### src/rtl/iter_divider.sv
// Multi-cycle radix-2 restoring divider: unsigned magnitudes in, sign-corrected
// quotient/remainder out with a one-cycle done pulse after WIDTH+2 cycles.
module iter_divider #(
  parameter int WIDTH = 32
) (
  input  logic             clk,
  input  logic             rst,
  input  logic             div_begin,
  input  logic             div_sign,
  input  logic             div_dividend_sign,
  input  logic [WIDTH-1:0] div_dividend,
  input  logic [WIDTH-1:0] div_divisor,
  output logic [WIDTH-1:0] div_quotient,
  output logic [WIDTH-1:0] div_remainder,
  output logic             div_done,
  output logic             div_busy
);

  localparam int CW = (WIDTH > 1) ? $clog2(WIDTH) : 1;

  typedef enum logic [1:0] {
    S_IDLE = 2'd0,
    S_CALC = 2'd1,
    S_FIX  = 2'd2,
    S_DONE = 2'd3
  } state_t;

  state_t           r_state;
  logic [WIDTH-1:0] r_quot_shift;
  logic [WIDTH-1:0] r_divisor;
  logic [WIDTH-1:0] r_prem;
  logic [CW-1:0]    r_cnt;
  logic             r_neg_q;
  logic             r_neg_r;
  logic [WIDTH-1:0] r_quotient;
  logic [WIDTH-1:0] r_remainder;
  logic             r_done;
  logic             r_busy;

  logic [WIDTH:0]   w_trial;
  logic [WIDTH:0]   w_diff;
  logic             w_ge;

  // Two's-complement negation, modulo 2^WIDTH.
  function automatic logic [WIDTH-1:0] f_neg(input logic [WIDTH-1:0] v);
    f_neg = ~v + {{(WIDTH-1){1'b0}}, 1'b1};
  endfunction

  // Trial subtraction for one restoring step; the trial is WIDTH+1 bits wide
  // but the stored remainder always fits in WIDTH bits since it is < divisor.
  always_comb begin
    w_trial = {r_prem, r_quot_shift[WIDTH-1]};
    w_diff  = w_trial - {1'b0, r_divisor};
    w_ge    = (w_trial >= {1'b0, r_divisor});
  end

  // Divider FSM with registered results, done pulse and busy flag.
  always_ff @(posedge clk) begin
    if (!rst) begin
      r_state      <= S_IDLE;
      r_quot_shift <= '0;
      r_divisor    <= '0;
      r_prem       <= '0;
      r_cnt        <= '0;
      r_neg_q      <= 1'b0;
      r_neg_r      <= 1'b0;
      r_quotient   <= '0;
      r_remainder  <= '0;
      r_done       <= 1'b0;
      r_busy       <= 1'b0;
    end else begin
      case (r_state)
        S_IDLE: begin
          r_done <= 1'b0;
          if (div_begin) begin
            r_quot_shift <= div_dividend;
            r_divisor    <= div_divisor;
            r_neg_q      <= div_sign;
            r_neg_r      <= div_dividend_sign;
            r_prem       <= '0;
            r_cnt        <= '0;
            r_busy       <= 1'b1;
            r_state      <= S_CALC;
          end else begin
            r_busy       <= 1'b0;
            r_state      <= S_IDLE;
          end
        end
        S_CALC: begin
          // Dividend bits shift out the top as quotient bits shift in below.
          r_quot_shift <= {r_quot_shift[WIDTH-2:0], w_ge};
          r_prem       <= w_ge ? w_diff[WIDTH-1:0] : w_trial[WIDTH-1:0];
          r_cnt        <= r_cnt + CW'(1);
          if (r_cnt == CW'(WIDTH-1)) begin
            r_state <= S_FIX;
          end else begin
            r_state <= S_CALC;
          end
        end
        S_FIX: begin
          r_quotient  <= r_neg_q ? f_neg(r_quot_shift) : r_quot_shift;
          r_remainder <= r_neg_r ? f_neg(r_prem) : r_prem;
          r_done      <= 1'b1;
          r_busy      <= 1'b0;
          r_state     <= S_DONE;
        end
        S_DONE: begin
          r_done  <= 1'b0;
          r_busy  <= 1'b0;
          r_state <= S_IDLE;
        end
        default: begin
          r_done  <= 1'b0;
          r_busy  <= 1'b0;
          r_state <= S_IDLE;
        end
      endcase
    end
  end

  assign div_quotient  = r_quotient;
  assign div_remainder = r_remainder;
  assign div_done      = r_done;
  assign div_busy      = r_busy;

endmodule
### config.mk
export PLATFORM = sky130hd
export DESIGN_NAME = iter_divider
export DESIGN_NICKNAME = d
export VERILOG_FILES = /design/src/rtl/iter_divider.sv
export SDC_FILE = /design/constraint.sdc
export NUM_CORES = 1
export LEC_CHECK = 0
export CAP_MARGIN = 20
export CORE_AREA = 8 8 142 144
export CTS_CLUSTER_DIAMETER = 60
export DETAILED_ROUTE_END_ITERATION = 10
export DIE_AREA = 0 0 150 152
export GPL_TIMING_DRIVEN = 0
export MAX_ROUTING_LAYER = met4
export PLACE_DENSITY = 0.89
export REMOVE_ABC_BUFFERS = 1
export SYNTH_ARGS = -nofsm -noshare
export SYNTH_HDL_FRONTEND = slang
export SYNTH_SLANG_ARGS = --single-unit
### constraint.sdc
create_clock -name clk -period 3.4 [get_ports clk]
set_input_delay 0.51 -clock clk [delete_from_list [all_inputs] [get_ports clk]]
set_output_delay 0.51 -clock clk [all_outputs]
set_load 0.005 [all_outputs]
==> impl_metrics.csv <==
group,metric,value,unit
timing,finalHoldViolCount,0,
yosys,async_flop_share,0,%
floorplanning,core,0.0178,mm²
routing,drt_iter0_markers,668,
timing,max_freq,316,MHz
global_routing,grt_max_degree,99,
floorplanning,rows,49,
finish,final_common_cell,"nand2_1",
run_status,status,"complete, no violations",
routing,num_vias,8886,
routing,viasPerCell,5.80,
yosys,yosys_warnings,0,
hold_path,min-delay-start,"r_divisor[4]",
worst_setup_path,r2r_cells,7,
timing,slew-limit-headroom,37.7,%
yosys,ys_seq_elements,171,
finish,area_delta_synth_final,23.0,%
hold_path,hp-class,"flop to flop",
cts,cts_root_buf,"clkbuf_16",
power_and_ir_drop,total_power,4920,µW
cts,clk_latency,0.43,ns
yosys,synthSimpleGateAreaFrac,18.9,%
routing,firstDrtPassIters,7,
place,routabilityCongestion,0.876,
cts,cts_hold_buf,0,
worst_setup_path,worstSetupEndpoint,"r_prem[22]",
cts,htreeDepth,4,
yosys,synth_mux_area_share,1.56,%
yosys,netlist_instances,1197,
run,cap_violations,0,
place,preCtsSetupSlack,-0.241,ns
timing,maxSlewViolCount,0,
yosys,synth_edf_count,0,
floorplanning,dieWidth,150,µm
power_and_ir_drop,ir_drop,0.379,mV
finish,fill_cells,1412,
worst_setup_path,crit_required,3.75,ns
routing,wl_per_cell,16.7,µm
timing,setup_slack,0.236,ns
place,portBuffers,134,
worst_setup_path,r2r-end,"r_prem[22]",
yosys,synth_compound_area_share,25.6,%
floorplanning,die_area,0.0228,mm²
global_routing,grt_antenna_before_repair,0,
timing,rsz0062_at_grt,"no",
finish,layout_common_cells,"nand2_1 (205), dfxtp_1 (171), o21ai_0 (138)",
cts,ctsLongestPathBuffers,2,
cts,cts_buffers,17,
timing,skew,0.00747,ns
yosys,synth_ff_type,"dfxtp_1",
yosys,syn_avg_cell_area,8.06,µm²
routing,totalWireLength,25700,µm
worst_setup_path,rrSetupSlack,0.24,ns
yosys,ys_seq_area_share,35.5,%
power_and_ir_drop,power_density,414,mW/mm²
timing,post-route-min-period,3.16,ns
routing,ant_nets,0,
cts,clkTransAtPathRegs,0.07,ns
floorplanning,initial_utilization,54.3,%
worst_setup_path,cp-end-kind,"flop",
global_routing,first_global_vias,8551,
yosys,synth-xor-area-share,8.17,%
yosys,synth.distinct_cells,58,
cts,cts_tree,"done",
power_and_ir_drop,p_leak,0.00488,µW
yosys,synth_fa_ha_area_share,5.52,%
finish,final_nets,1402,
floorplanning,fp.dieH,152,µm
yosys,synth_top_family_by_area,"compound AO/OA/AOI/OAI gates",
global_routing,grt_usage,22.7,%
place,dp_hpwl,17900,µm
worst_setup_path,worstPathArrival,3.51,ns
worst_setup_path,crit_type,"flop to flop",
floorplanning,io_pins,135,
timing,worst_pin_slew,0.932,ns
finish,drive_gt1_share,5.83,%
yosys,synthesis.area,0.00965,mm²
timing,fin_crit_sh,93.1,%
global_routing,grt_pass1_wl,41700,µm
global_routing,grt_overflow,0,
routing,drcViolationCount,0,
worst_setup_path,start_kind,"flop",
cts,cts.sinks,171,
worst_setup_path,cp_max_fo,20,
finish,num_antenna_cells,0,
timing,setup_viol,0,
==> area by class of cell <==
| class | instances | area, µm² | area share [%] |
|---|---|---|---|
| Clock buffer | 18 | 439 | 3.70 |
| Multi-Input combinational cell | 904 | 5820 | 49.0 |
| Sequential cell | 171 | 3420 | 28.8 |
| Timing Repair Buffer | 148 | 1570 | 13.2 |
| Inverter | 48 | 184 | 1.55 |
| Timing Repair inverter | 1 | 5.00 | 0.0422 |
| Clock inverter | 14 | 139 | 1.17 |
| Tap cell | 229 | 287 | 2.41 |
==> cells in the mapped netlist, drive strengths merged (22+ instances only) <==
cell    count  area share [%]
nand2     206             8.0
nor2       65             2.5
inv        48             1.9
xor2       68             6.2
o21ai     140             7.3
clkbuf     67             2.6
o211a      55             5.7
xnor2      22             2.0
or3        31             2.0
a21oi      46             2.4
dfxtp     171              35
ha         41             5.3
a21boi     39             3.0
==> power breakdown <==
group / internal, µW / switching, µW / total [µW]
clock network: 1040 / 868 / 1910
logic: 374 / 480 / 854
registers: 2070 / 82.4 / 2150
total: 3490 / 1430 / 4920
==> registers in the layout (all words and copies together) (netlist names), named ones only <==
register and flops:
r_quot_shift 32, div_remainder 32, r_prem 32, r_state 1, div_quotient 32, r_neg_r 1, div_busy 1, r_cnt 5
div_done 1, r_neg_q 1, r_divisor 32
==> critical path, stage by stage, from the launching register on <==
cell	delay, ns
dfxtp_1	0.35
inv_1	0.12
ha_1	0.54
clkinvlp_4	0.49
o21ai_4	0.58
and3_2	0.49
nand2_2	0.24
o21ai_0	0.24
==> cell families after synthesis <==
kind of cell             after synthesis
AO/OA/AOI/OAI                        363
XOR/XNOR                              90
multiplexers                          15
AND/OR/NAND/NOR                      394
adder cells (fa/ha/maj)               42
buffers and inverters                122
flip-flops                           171
==> per-stage QoR <==
step | TNS [ns] | util, % | cell area (µm²) | hold slack, ns | std cells
6_report | 0 | 66.7 | 11900 | 0.466 | 1533
5_1_grt | 0 | 66.7 | 11900 | 0.488 | 1533
4_1_cts | 0 | 66.2 | 11800 | 0.469 | 1526
3_5_place_dp | -4.53 | 62.7 | 11200 | 0.460 | 1493
3_3_place_gp | -244.32 | 61.8 | 11000 | 0.457 | 1486
2_1_floorplan | -14.77 | - | 9360 | 0.443 | 1123
==> routing by layer <==
layer	part of all wire, %	wire length, µm	vias to the layer above	track usage [%]
li1	-	-	4419	-
met1	43	10900	4190	26.5
met2	49	12700	242	37.9
met3	6.0	1540	35	5.61
met4	2.0	503	0	6.57
met5	0	0	-	-
==> worst min path at each step <==
stage	endpoint	cells past startpoint
6_report	r_divisor[4]	2
5_1_grt	r_divisor[0]	2
4_1_cts	r_divisor[4]	2
3_5_place_dp	r_divisor[4]	2
3_3_place_gp	r_divisor[23]	2
2_1_floorplan	r_divisor[10]	2
==> repair_timing <==
action | in CTS | in global routing
gates resized for setup | 6 | 1
buffers inserted | 0 | 5
gates cloned | 1 | 0
setup endpoints to repair | 32 | 20
pin swaps | 0 | 2
Note: power is estimated with default switching activity, not from simulation.
